### config.mk
export PLATFORM = sky130hd
export DESIGN_NAME = fg_trapezoid_gen
export DESIGN_NICKNAME = d
export VERILOG_FILES = /design/src/rtl/fg_trapezoid_gen.sv
export SDC_FILE = /design/constraint.sdc
export NUM_CORES = 1
export LEC_CHECK = 0
export CORE_ASPECT_RATIO = 0.7
export CORE_MARGIN = 4
export CORE_UTILIZATION = 53
export DETAILED_ROUTE_END_ITERATION = 16
export PLACE_DENSITY = 0.75
export SETUP_SLACK_MARGIN = 0.1
export SLEW_MARGIN = 20
export SYNTH_ARGS = -nofsm -noshare
export SYNTH_HDL_FRONTEND = slang
export SYNTH_SLANG_ARGS = --single-unit
### constraint.sdc
create_clock -name clk_i -period 10.9 [get_ports clk_i]
set_clock_uncertainty 0.15 [all_clocks]
set_input_delay 2.18 -clock clk_i [delete_from_list [all_inputs] [get_ports clk_i]]
set_output_delay 2.18 -clock clk_i [all_outputs]
set_load 0.05 [all_outputs]
### src/rtl/fg_trapezoid_gen.sv
// fg_trapezoid_gen: trapezoid/pulse generator with its own period
// counter and a double-buffered config applied at period boundaries.
// Ports: clk_i/rst_i sync active-high reset; clk_en_i tick enable;
//   enable_i/mode_i/trig_i run control; cfg_valid_i/cfg_ready_o
//   shadow handshake; period_i..invert_i config; out_o signed sample;
//   state_o/busy_o/period_start_o status.
module fg_trapezoid_gen #(
  parameter int CNT_W  = 32,
  parameter int WAVE_W = 16
) (
  input  logic              clk_i,
  input  logic              rst_i,
  input  logic              clk_en_i,
  input  logic              enable_i,
  input  logic              mode_i,
  input  logic              trig_i,
  input  logic              cfg_valid_i,
  output logic              cfg_ready_o,
  input  logic [CNT_W-1:0]  period_i,
  input  logic [CNT_W-1:0]  on_time_i,
  input  logic [WAVE_W-1:0] k_rise_i,
  input  logic [WAVE_W-1:0] k_fall_i,
  input  logic [WAVE_W-1:0] amplitude_i,
  input  logic [WAVE_W:0]   offset_i,
  input  logic              invert_i,
  output logic [WAVE_W:0]   out_o,
  output logic [2:0]        state_o,
  output logic              busy_o,
  output logic              period_start_o
);

  typedef enum logic [2:0] {
    S_IDLE = 3'd0,
    S_RISE = 3'd1,
    S_HOLD = 3'd2,
    S_FALL = 3'd3,
    S_LOW  = 3'd4
  } state_t;

  state_t            state_q, state_d;
  logic [CNT_W-1:0]  cnt_q, cnt_d;
  logic [WAVE_W-1:0] val_q, val_d;
  logic [WAVE_W:0]   out_q, out_d;

  logic              s_full;
  logic [CNT_W-1:0]  s_period, s_on;
  logic [WAVE_W-1:0] s_krise, s_kfall, s_amp;
  logic [WAVE_W:0]   s_off;
  logic              s_inv;

  logic [CNT_W-1:0]  a_period, a_on;
  logic [WAVE_W-1:0] a_krise, a_kfall, a_amp;
  logic [WAVE_W:0]   a_off;
  logic              a_inv;

  // Values that will be active after this tick's shadow copy.
  logic [CNT_W-1:0]  e_period, e_on;
  assign e_period = s_full ? s_period : a_period;
  assign e_on     = s_full ? s_on : a_on;

  logic idle, tick, can_start, restart_ok;
  logic per_end, on_end, start, load;

  assign idle       = (state_q == S_IDLE);
  assign tick       = clk_en_i;
  assign can_start  = enable_i && (e_period != '0)
                      && (!mode_i || trig_i);
  assign restart_ok = enable_i && !mode_i
                      && (e_period != '0);
  assign per_end    = !idle
                      && (cnt_q == a_period - CNT_W'(1));
  assign on_end     = (state_q == S_RISE || state_q == S_HOLD)
                      && (cnt_q == a_on - CNT_W'(1));
  assign start      = tick && !rst_i
                      && (idle ? can_start
                               : (per_end && restart_ok));
  assign load       = tick && s_full && (idle || start);

  // Shared slope adder: add k_rise in RISE, subtract k_fall in FALL.
  // In FALL the MSB flags a negative result (val < k_fall).
  logic              sub;
  logic [WAVE_W:0]   opb, sum;
  logic              rise_hit, fall_zero;

  assign sub       = (state_q == S_FALL);
  assign opb       = sub ? ~{1'b0, a_kfall} : {1'b0, a_krise};
  assign sum       = {1'b0, val_q} + opb
                     + {{WAVE_W{1'b0}}, sub};
  assign rise_hit  = (sum >= {1'b0, a_amp});
  assign fall_zero = sum[WAVE_W] || (sum == '0);

  always_ff @(posedge clk_i) begin
    if (rst_i) begin
      s_full   <= 1'b0;
      s_period <= '0;
      s_on     <= '0;
      s_krise  <= '0;
      s_kfall  <= '0;
      s_amp    <= '0;
      s_off    <= '0;
      s_inv    <= 1'b0;
    end else if (cfg_valid_i && !s_full) begin
      s_full   <= 1'b1;
      s_period <= period_i;
      s_on     <= on_time_i;
      s_krise  <= k_rise_i;
      s_kfall  <= k_fall_i;
      s_amp    <= amplitude_i;
      s_off    <= offset_i;
      s_inv    <= invert_i;
    end else if (load) begin
      s_full   <= 1'b0;
    end
  end

  always_ff @(posedge clk_i) begin
    if (rst_i) begin
      a_period <= '0;
      a_on     <= '0;
      a_krise  <= '0;
      a_kfall  <= '0;
      a_amp    <= '0;
      a_off    <= '0;
      a_inv    <= 1'b0;
    end else if (load) begin
      a_period <= s_period;
      a_on     <= s_on;
      a_krise  <= s_krise;
      a_kfall  <= s_kfall;
      a_amp    <= s_amp;
      a_off    <= s_off;
      a_inv    <= s_inv;
    end
  end

  always_ff @(posedge clk_i) begin
    if (rst_i) begin
      state_q <= S_IDLE;
      cnt_q   <= '0;
      val_q   <= '0;
      out_q   <= '0;
    end else if (tick) begin
      state_q <= state_d;
      cnt_q   <= cnt_d;
      val_q   <= val_d;
      out_q   <= out_d;
    end
  end

  always_comb begin
    state_d = state_q;
    cnt_d   = cnt_q;
    val_d   = val_q;
    unique case (state_q)
      S_IDLE: begin
        if (can_start) begin
          cnt_d   = '0;
          val_d   = '0;
          state_d = (e_on == '0) ? S_LOW : S_RISE;
        end
      end
      S_RISE: begin
        val_d = rise_hit ? a_amp : sum[WAVE_W-1:0];
        if (rise_hit) state_d = S_HOLD;
      end
      S_HOLD: val_d = a_amp;
      S_FALL: begin
        val_d = fall_zero ? '0 : sum[WAVE_W-1:0];
        if (fall_zero) state_d = S_LOW;
      end
      S_LOW: val_d = '0;
      default: state_d = S_IDLE;
    endcase
    if (!idle) begin
      cnt_d = cnt_q + CNT_W'(1);
      if (per_end) begin
        cnt_d = '0;
        val_d = '0;
        if (restart_ok)
          state_d = (e_on == '0) ? S_LOW : S_RISE;
        else
          state_d = S_IDLE;
      end else if (on_end) begin
        state_d = S_FALL;
      end
    end
  end

  // Output stage: optional negate, add offset one bit wider,
  // then clamp back into the signed WAVE_W+1 range.
  logic [WAVE_W:0]   shaped;
  logic [WAVE_W+1:0] osum;

  always_comb begin
    shaped = a_inv ? -{1'b0, val_q} : {1'b0, val_q};
    osum   = {shaped[WAVE_W], shaped}
             + {a_off[WAVE_W], a_off};
    out_d  = osum[WAVE_W:0];
    if (osum[WAVE_W+1] != osum[WAVE_W])
      out_d = osum[WAVE_W+1] ? {1'b1, {WAVE_W{1'b0}}}
                             : {1'b0, {WAVE_W{1'b1}}};
  end

  always_comb begin
    out_o          = out_q;
    state_o        = state_q;
    busy_o         = !idle;
    period_start_o = start;
    cfg_ready_o    = !s_full;
  end

endmodule

==> results of run 1 <==
cell usage in the layout, fill, tap and decap left out, drive strengths merged, types with 6 or more instances in the layout:
cell type / synthesis / routed
nand2: 351 / 351
nand2b: 280 / 280
a22oi: 19 / 19
or4: 18 / 18
a31oi: 12 / 12
nand4: 28 / 28
nor3b: 14 / 14
inv: 43 / 44
a21oi: 198 / 198
o22ai: 6 / 6
ha: 54 / 54
nor4: 39 / 39
nand3b: 22 / 22
and3: 16 / 16
nor2b: 18 / 18
nor3: 58 / 58
and2: 6 / 6
nor4b: 9 / 9
a211oi: 8 / 8
a21o: 8 / 8
o211ai: 10 / 10
o21a: 13 / 13
or3: 21 / 21
clkbuf: 124 / 52
o31ai: 11 / 11
o21bai: 7 / 7
clkdlybuf4s50: 0 / 158
buf: 20 / 18
or2: 8 / 8
a311oi: 13 / 13
mux2i: 138 / 138
xor2: 38 / 38
xnor2: 80 / 80
dfxtp: 329 / 329
nor2: 71 / 71
nand3: 35 / 35
o21ai: 105 / 105
worst min path at each step:
stage | end | cells after the start | slack, ns
2_1_floorplan | s_amp[0] | 2 | 0.29
3_3_place_gp | s_off[8] | 2 | 0.29
3_5_place_dp | s_off[8] | 2 | 0.30
4_1_cts | s_off[8] | 2 | 0.31
5_1_grt | s_off[3] | 2 | 0.32
6_report | s_off[8] | 2 | 0.31
cell type report:
cell class,instances,area [µm²]
clock buffers,52,1050
clock inverters,11,153
fillers,3011,13100
inverters,43,161
multi-input cells,1775,11200
flip-flops and latches,329,6590
well taps,472,591
repair buffers,176,1750
stage by stage:
stage / hold WS (ns) / util (%) / area (µm²)
5_1_grt: 0.321 / 62.2 / 21500
3_5_place_dp: 0.299 / 58.6 / 20300
2_1_floorplan: 0.287 / - / 18500
3_3_place_gp: 0.294 / 58.6 / 20300
6_report: 0.305 / 62.2 / 21500
4_1_cts: 0.307 / 62.1 / 21500
worst max-delay path: cells and delay by family (launching register included):
family                   cells  cell delay (ns)
AO/OA/AOI/OAI                3             1.04
AND/OR/NAND/NOR              5             1.83
buffers and inverters        2             0.92
adder cells (fa/ha/maj)      1             0.22
flip-flops                   1             0.37
state kept, by name (all words and copies together), names as in the netlist:
name and count:
a_on 32, a_period 32, cnt_q 32, s_on 32
s_period 32, a_off 17, out_o 17, s_off 17
a_amp 16, a_kfall 16, a_krise 16, s_amp 16
s_kfall 16, s_krise 16, val_q 16, state_o 3
a_inv 1, s_full 1, s_inv 1
per-layer routing:
| layer | global-route usage, % | share of wire [%] | vias up |
|---|---|---|---|
| met5 | 0 | 0 | - |
| met4 | 7.17 | 2.2 | 0 |
| met3 | 5.60 | 8.5 | 78 |
| met2 | 37.6 | 41 | 593 |
| met1 | 38.8 | 48 | 7711 |
| li1 | - | - | 8135 |
power breakdown:
group          internal, mW  total [mW]  switching [mW]
logic                 0.177       0.414           0.237
clock network         0.743        1.25           0.506
registers              1.24        1.28          0.0367
cells by family after synthesis:
kind of cell / after synthesis / synth area share (%)
fa+ha+maj: 59 / 4.08
flops: 329 / 35.5
buf+inv: 187 / 4.21
compound gates: 453 / 14.6
xor+xnor: 118 / 5.57
mux: 140 / 7.57
simple gates: 1005 / 28.5
==> impl_metrics.csv, run 1 <==
group,metric,value,unit
cells_and_area,final_cells,2858,
timing,finalHoldViolations,0,
logic_synthesis,yosys.area.top_type_share,35.5,%
logic_synthesis,synthesis.instances,2291,
timing,count_of_final_max_slew_check_failures,0,
worst_setup_path,crit_top_cell,"sky130_fd_sc_hd__nand4_1",
global_route,largest_net_degree_at_the_start_of_global_routing,229,
placement,dpl_worst_slack,4.24,ns
routing,remaining_drc_errors,0,
clock_network,cts_hold_buf,0,
cells_and_area,areaGrowthSynthToFinish,16.1,%
routing,ant_nets,0,
timing,min_period_over_period,66.5,%
clock_network,cts.repair_timing.setup_buffer_count,0,
clock_network,clk_pin_slew,0.06,ns
routing,number_of_vias_in_the_routed_layout,16500,
clock_network,clock_insertion_delay_worst_skew,0.54,ns
clock_network,cts_made_buffers,35,
timing,finalCriticalPeriod,7.25,ns
global_route,via_count_of_the_first_global_routing_pass,15100,
global_route,global_route.overflow_total,0,
logic_synthesis,post_synth_most_frequent_cells,"sky130_fd_sc_hd__nand2_1, sky130_fd_sc_hd__dfxtp_1, sky130_fd_sc_hd__nand2b_1",
timing,max_slew.worst_pin.slew,1.18,ns
clock_network,tritoncts_num_sinks,329,
logic_synthesis,syn_avg_cell_area,8.09,µm²
cells_and_area,antenna_cells,0,
global_route,grt_first_pass_wirelength,80.8,mm
hold_path,worstHoldStart,"s_off[8]",
logic_synthesis,synthArstFlopShare,0,%
worst_setup_path,timing.critical_path.arrival,4.92,ns
placement,dp.final_hpwl,36.9,mm
floorplanning,num_rows,57,
logic_synthesis,synthMostInstantiatedCell,"sky130_fd_sc_hd__nand2_1",
placement,portBuffers,159,
hold_path,hp-class,"reg2reg",
worst_setup_path,crit_fanout,9,
logic_synthesis,synth_cell_types,75,
worst_setup_path,crit_type,"reg2out",
clock_network,tritoncts,"built",
worst_setup_path,timing.reg2reg.worst_path_depth,23,
worst_setup_path,timing.reg2reg.setup_slack,4.93,ns
floorplanning,initial_utilization,53.6,%
timing,rsz0062_at_grt,"false",
global_route,antenna_found_initial,0,
clock_network,cts_resized,0,
worst_setup_path,startpoint_type,"flop",
routing,first_iter_violations,1565,
floorplanning,top_level_ports,160,
floorplanning,core_footprint,34600,µm²
timing,final_setup_tns,0,ns
job,maxCapViolations,0,
worst_setup_path,timing.critical_path.slowest_cell_delay,0.84,ns
clock_network,worst_case_clock_buffer_depth,3,
placement,gp_congestion,0.909,
cells_and_area,fraction_of_final_layout_cells_with_drive_strength_greater_than_1,4.36,%
logic_synthesis,post-synth-top-area-cell,"sky130_fd_sc_hd__dfxtp_1",
power,total_leakage_power,7.72,nW
power,total_power,2.94,mW
global_route,grt.total_usage,26.0,%
logic_synthesis,synth-warning-count,0,
routing,drt-vias-per-instance,5.78,
timing,timing.final.ws_setup,3.65,ns
routing,drt-wirelength-per-cell,17.9,µm
placement,numPlacedInstances,2794,
floorplanning,die_width,232,µm
clock_network,cts.root.buffer_cell,"sky130_fd_sc_hd__clkbuf_16",
timing,report.final.setup_viol,0,
worst_setup_path,crit_required,8.57,ns
power,p_per_area,137,nW/µm²
logic_synthesis,synth_fp_nets,2485,
timing,achievable-frequency,138,MHz
cells_and_area,fin_nets,2554,
clock_network,htreeDepth,2,
worst_setup_path,worst_path_max_delay_cell,"sky130_fd_sc_hd__clkdlybuf4s50_1",
floorplanning,chipHeight,164,µm
logic_synthesis,synth-main-ff-cell,"sky130_fd_sc_hd__dfxtp_1",
worst_setup_path,worst_setup_path_endpoint,"period_start_o",
logic_synthesis,synth.yosys.seq_area_share,35.5,%
worst_setup_path,timing.critical_path.to_type,"primary output",
logic_synthesis,number_of_enable_flip_flop_cells_after_synthesis,0,
routing,drt_wl_total,51.2,mm
logic_synthesis,synth_seq_cells,329,
logic_synthesis,ys_top_cells_by_area,"sky130_fd_sc_hd__dfxtp_1, sky130_fd_sc_hd__nand2b_1, sky130_fd_sc_hd__mux2i_1",
timing,relSlewSlack,20.8,%
floorplanning,floorplan_die_area,38100,µm²
run_status,status,"completed",
worst_setup_path,crit-reg2reg-launch,"state_o[2]",
worst_setup_path,cells_along_the_critical_path,"inv_1, ha_1, nor3b_2, nand4_1, a32o_1, a2111oi_0, nand4_1, nor4_4, nand2_1, a21oi_1, clkdlybuf4s50_1",
routing,first_pass_iters,6,
logic_synthesis,synth.cell_area,18500,µm²
worst_setup_path,worst_setup_path_startpoint,"a_period[0]",
power,vdd.ir_drop.worst,0.000100,V
worst_setup_path,critical_path.reg2reg.endpoint,"val_q[9]",
(Power assumes the default switching activity.)
==> inputs of run 2 (changes only) <==
- clock period: 10.9 -> 7.5 ns (I/O delays scaled with it)
==> impl_metrics.csv, run 2 (same netlist as run 1, synthesis figures left out) <==
group,metric,value,unit
routing,first_iter_violations,1451,
floorplanning,initial_utilization,53.6,%
worst_setup_path,critical_path.reg2reg.endpoint,"val_q[2]",
clock_network,worst_case_clock_buffer_depth,3,
worst_setup_path,timing.critical_path.arrival,5.20,ns
cells_and_area,final_cell_mix,"sky130_fd_sc_hd__nand2_1, sky130_fd_sc_hd__dfxtp_1, sky130_fd_sc_hd__nand2b_1",
cells_and_area,layout.core_utilization,62.3,%
clock_network,cts_hold_buf,0,
clock_network,cts.repair_timing.setup_buffer_count,0,
clock_network,tritoncts_num_sinks,329,
cells_and_area,final.fill_count,2958,
power,vdd.ir_drop.worst,0.000138,V
routing,ant_nets,0,
routing,number_of_vias_in_the_routed_layout,16500,
timing,report.final.setup_viol,0,
timing,finalCriticalPeriod,6.85,ns
timing,rsz0062_at_grt,"false",
cells_and_area,areaGrowthSynthToFinish,16.1,%
worst_setup_path,timing.critical_path.to_type,"primary output",
floorplanning,floorplan_die_area,38100,µm²
clock_network,cts_made_buffers,35,
worst_setup_path,timing.reg2reg.worst_path_depth,23,
global_route,grt.met2_usage,37.9,%
worst_setup_path,startpoint_type,"flop",
timing,finalHoldViolations,0,
cells_and_area,antenna_cells,0,
global_route,use_met3,4.33,%
routing,drt-wirelength-per-cell,18.0,µm
cells_and_area,fraction_of_final_layout_cells_with_drive_strength_greater_than_1,4.32,%
floorplanning,chipHeight,164,µm
floorplanning,die_width,232,µm
timing,max_slew.worst_pin.slew,1.19,ns
clock_network,clock_insertion_delay_worst_skew,0.53,ns
placement,dp.final_hpwl,37.0,mm
cells_and_area,final_common_cell,"sky130_fd_sc_hd__nand2_1",
power,total_leakage_power,7.72,nW
floorplanning,top_level_ports,160,
worst_setup_path,crit_fanout,9,
power,total_power,4.29,mW
placement,portBuffers,159,
clock_network,cts_resized,0,
global_route,global_route.overflow_total,0,
power,p_per_area,199,nW/µm²
timing,achievable-frequency,146,MHz
hold_path,timing.hold.worst_endpoint,"s_off[5]",
floorplanning,core_footprint,34600,µm²
timing,min_period_over_period,91.3,%
global_route,grt.total_usage,26.0,%
clock_network,tritoncts,"built",
timing,final_setup_tns,0,ns
clock_network,htreeDepth,2,
timing,relSlewSlack,20.6,%
global_route,grt_first_pass_wirelength,81.3,mm
routing,drt_wl_total,51.4,mm
routing,remaining_drc_errors,0,
global_route,largest_net_degree_at_the_start_of_global_routing,133,
worst_setup_path,crit-reg2reg-launch,"state_o[2]",
worst_setup_path,crit_required,5.85,ns
global_route,grt_most_used_layer,"met1",
hold_path,hp-class,"reg2reg",
hold_path,worstHoldPathCells,2,
worst_setup_path,timing.reg2reg.setup_slack,1.61,ns
global_route,via_count_of_the_first_global_routing_pass,15300,
clock_network,cts.root.buffer_cell,"sky130_fd_sc_hd__clkbuf_16",
timing,count_of_final_max_slew_check_failures,0,
clock_network,clk_pin_slew,0.06,ns
routing,drt-vias-per-instance,5.78,
run_status,status,"completed",
job,maxCapViolations,0,
global_route,grt_use_met1,39.9,%
placement,gp_congestion,0.926,
floorplanning,num_rows,57,
worst_setup_path,crit_type,"reg2out",
routing,first_pass_iters,5,
global_route,antenna_found_initial,0,
hold_path,worstHoldStart,"s_off[5]",
cells_and_area,fin_nets,2553,
## run 2: worst max-delay path by stage
stage,startpoint,endpoint,slack (ns),depth (start not counted)
2_1_floorplan,state_o[1],val_q[5],1.78,21
3_3_place_gp,a_period[0],period_start_o,1.43,11
3_5_place_dp,a_period[0],period_start_o,1.37,11
4_1_cts,a_period[0],period_start_o,0.75,11
5_1_grt,a_period[0],period_start_o,0.40,11
6_report,a_period[0],period_start_o,0.65,11
## run 2: layout make-up
class / instances / area, µm² / share of cell area [%]
Timing Repair Buffer: 175 / 1730 / 8.05
Clock inverter: 10 / 158 / 0.732
Sequential cell: 329 / 6590 / 30.6
Inverter: 43 / 161 / 0.750
Multi-Input combinational cell: 1775 / 11200 / 52.2
Clock buffer: 51 / 1060 / 4.92
Tap cell: 472 / 591 / 2.74
## run 2: worst max-delay path, stage by stage (launching register included)
cell and delay [ns]:
sky130_fd_sc_hd__dfxtp_1 0.36, sky130_fd_sc_hd__inv_1 0.08, sky130_fd_sc_hd__ha_1 0.23, sky130_fd_sc_hd__nor3b_2 0.56, sky130_fd_sc_hd__nand4_1 0.22, sky130_fd_sc_hd__a32o_1 0.28
sky130_fd_sc_hd__a2111oi_0 0.65, sky130_fd_sc_hd__nand4_1 0.33, sky130_fd_sc_hd__nor4_4 0.58, sky130_fd_sc_hd__nand2_1 0.21, sky130_fd_sc_hd__a21oi_1 0.30, sky130_fd_sc_hd__clkdlybuf4s50_1 0.86
## run 2: metal layers
metal,wire (µm),part of all wire [%]
met5,0,0
met4,1170,2.3
met3,3620,7.0
met2,21000,41
met1,25600,50
## run 2: per-stage QoR
stage | area (µm²) | worst slack (ns) | cells | hold WS, ns
detailed placement | 20300 | 1.37 | 2794 | 0.298
floorplan | 18500 | 1.78 | 2291 | 0.287
global placement | 20300 | 1.43 | 2794 | 0.294
global route | 21500 | 0.396 | 2855 | 0.324
CTS | 21500 | 0.755 | 2855 | 0.306
finish | 21500 | 0.651 | 2855 | 0.303
## run 2: power breakdown
part | switching (mW) | internal, mW
Combinational | 0.344 | 0.257
Sequential | 0.0530 | 1.81
Clock | 0.718 | 1.12
Total | 1.11 | 3.18
==> inputs of run 3 (changes only) <==
- SLEW_MARGIN: 20 -> 0
==> impl_metrics.csv, run 3 (same netlist as run 1, synthesis figures left out) <==
group,metric,value,unit
run_status,status,"completed",
timing,achievable-frequency,147,MHz
cells_and_area,final.fill_count,3001,
power,power.share.combinational,14.0,%
power,power_switching_share,26.0,%
worst_setup_path,timing.critical_path.to_type,"primary output",
power,vdd.ir_drop.worst,0.000152,V
global_route,grt.total_usage,25.8,%
placement,dp.final_hpwl,36.8,mm
placement,portBuffers,159,
global_route,via_count_of_the_first_global_routing_pass,15200,
power,power.internal,3.15,mW
timing,rsz0062_at_grt,"false",
global_route,antenna_found_initial,0,
worst_setup_path,timing.critical_path.slowest_cell_delay,0.86,ns
floorplanning,core_footprint,34600,µm²
timing,report.final.setup_viol,0,
clock_network,cts_resized,0,
power,share_clk_of_total_power,42.4,%
cells_and_area,final_cell_mix,"sky130_fd_sc_hd__nand2_1, sky130_fd_sc_hd__dfxtp_1, sky130_fd_sc_hd__nand2b_1",
worst_setup_path,worst_setup_path_startpoint,"a_period[0]",
cells_and_area,final_cells,2854,
routing,number_of_vias_in_the_routed_layout,16400,
floorplanning,floorplan_die_area,38100,µm²
power,total_leakage_power,7.72,nW
hold_path,hp-class,"reg2reg",
timing,max_slew.worst_pin.slew,1.31,ns
cells_and_area,areaGrowthSynthToFinish,15.8,%
worst_setup_path,timing.reg2reg.setup_slack,1.24,ns
clock_network,htreeDepth,2,
cells_and_area,fraction_of_final_layout_cells_with_drive_strength_greater_than_1,4.24,%
floorplanning,num_rows,57,
global_route,grt_first_pass_wirelength,80.4,mm
clock_network,cts.root.buffer_cell,"sky130_fd_sc_hd__clkbuf_16",
worst_setup_path,crit-reg2reg-launch,"state_o[2]",
worst_setup_path,startpoint_type,"flop",
routing,ant_nets,0,
worst_setup_path,crit_top_cell,"sky130_fd_sc_hd__nand4_1",
routing,first_iter_violations,1539,
power,p_seq_share,43.6,%
clock_network,clk_pin_slew,0.06,ns
worst_setup_path,timing.reg2reg.worst_path_depth,20,
placement,dpl_cell_area,20300,µm²
worst_setup_path,worst_setup_path_endpoint,"period_start_o",
worst_setup_path,critical_path.reg2reg.endpoint,"val_q[11]",
timing,relSlewSlack,12.5,%
timing,finalCriticalPeriod,6.80,ns
worst_setup_path,timing.critical_path.arrival,5.15,ns
worst_setup_path,crit_fanout,9,
placement,dpl_worst_slack,1.37,ns
worst_setup_path,cells_along_the_critical_path,"inv_1, ha_1, nor3b_2, nand4_1, a32o_1, a2111oi_0, nand4_1, nor4_4, nand2_1, a21oi_1, clkdlybuf4s50_1",
timing,timing.final.ws_setup,0.705,ns
floorplanning,initial_utilization,53.6,%
placement,gp_congestion,0.926,
power,total_power,4.26,mW
floorplanning,die_width,232,µm
clock_network,tritoncts_num_sinks,329,
clock_network,tritoncts,"built",
routing,remaining_drc_errors,0,
cells_and_area,antenna_cells,0,
worst_setup_path,crit_type,"reg2out",
cells_and_area,final_common_cell,"sky130_fd_sc_hd__nand2_1",
clock_network,cts.repair_timing.setup_buffer_count,0,
clock_network,worst_case_clock_buffer_depth,3,
cells_and_area,fin_nets,2552,
clock_network,cts_made_buffers,34,
global_route,global_route.overflow_total,0,
power,p_per_area,198,nW/µm²
placement,numPlacedInstances,2794,
routing,drt-vias-per-instance,5.75,
routing,drt-wirelength-per-cell,17.8,µm
timing,count_of_final_max_slew_check_failures,0,
timing,final_setup_tns,0,ns
global_route,largest_net_degree_at_the_start_of_global_routing,133,
timing,finalHoldViolations,0,
worst_setup_path,worst_path_max_delay_cell,"sky130_fd_sc_hd__clkdlybuf4s50_1",
routing,first_pass_iters,6,
power,power.net_switching,1.11,mW
job,maxCapViolations,0,
worst_setup_path,crit_required,5.85,ns
timing,min_period_over_period,90.6,%
floorplanning,top_level_ports,160,
routing,drt_wl_total,50.9,mm
cells_and_area,layout.cell_area.non_filler,21500,µm²
clock_network,cts_hold_buf,0,
clock_network,clock_insertion_delay_worst_skew,0.53,ns
floorplanning,chipHeight,164,µm
[run 3: cell count changes in the layout (fill, tap and decap cells not counted), sizes merged]
| cell | delta |
|---|---|
| clkbuf | -5 |
| clkinvlp | -2 |
| clkinv | +6 |
[run 3: layout make-up]
class                      count  area, µm²  area share, %
clock buffer                  46       1020           4.75
tap                          472        591           2.75
multi-input combinational   1775      11200           52.2
timing repair buffer         175       1730           8.05
sequential                   329       6590           30.7
inverter                      43        161          0.751
clock inverter                14        173          0.804
[run 3: power groups by stage]
stage | clock network (mW) | registers [mW] | logic (mW)
final | 1.81 | 1.86 | 0.598
after floorplan | 0 | 1.89 | 0.386
after CTS | 1.84 | 1.86 | 0.592
after global placement | 0 | 1.89 | 0.580
after detailed placement | 0 | 1.90 | 0.588
after global routing | 1.91 | 1.87 | 0.650
[run 3: worst max-delay path, delay by kind of cell (launching register included)]
family          cells  cell delay [ns]
simple gates        5             1.83
compound gates      3             1.25
flops               1             0.36
fa+ha+maj           1             0.22
buf+inv             2             0.94
[run 3: routing by layer]
metal  global-route usage (%)  share of wire (%)
met5                        0                  0
met4                     6.60                2.2
met3                     5.09                8.1
met2                     37.4                 41
met1                     39.1                 49
[run 3: worst min-delay path by stage]
| stage | end | cells past startpoint | startpoint |
|---|---|---|---|
| final | s_off[12] | 2 | s_off[12] |
| after global routing | s_amp[3] | 2 | s_amp[3] |
| after CTS | s_off[12] | 2 | s_off[12] |
| after detailed placement | s_amp[7] | 2 | s_amp[7] |
| after global placement | s_amp[12] | 2 | s_amp[12] |
| after floorplan | s_amp[0] | 2 | s_amp[0] |
[run 3: per-stage QoR]
stage | hold slack (ns) | util, %
global route | 0.324 | 62.1
detailed placement | 0.298 | 58.6
global placement | 0.294 | 58.6
floorplan | 0.287 | -
CTS | 0.307 | 62.1
finish | 0.303 | 62.1
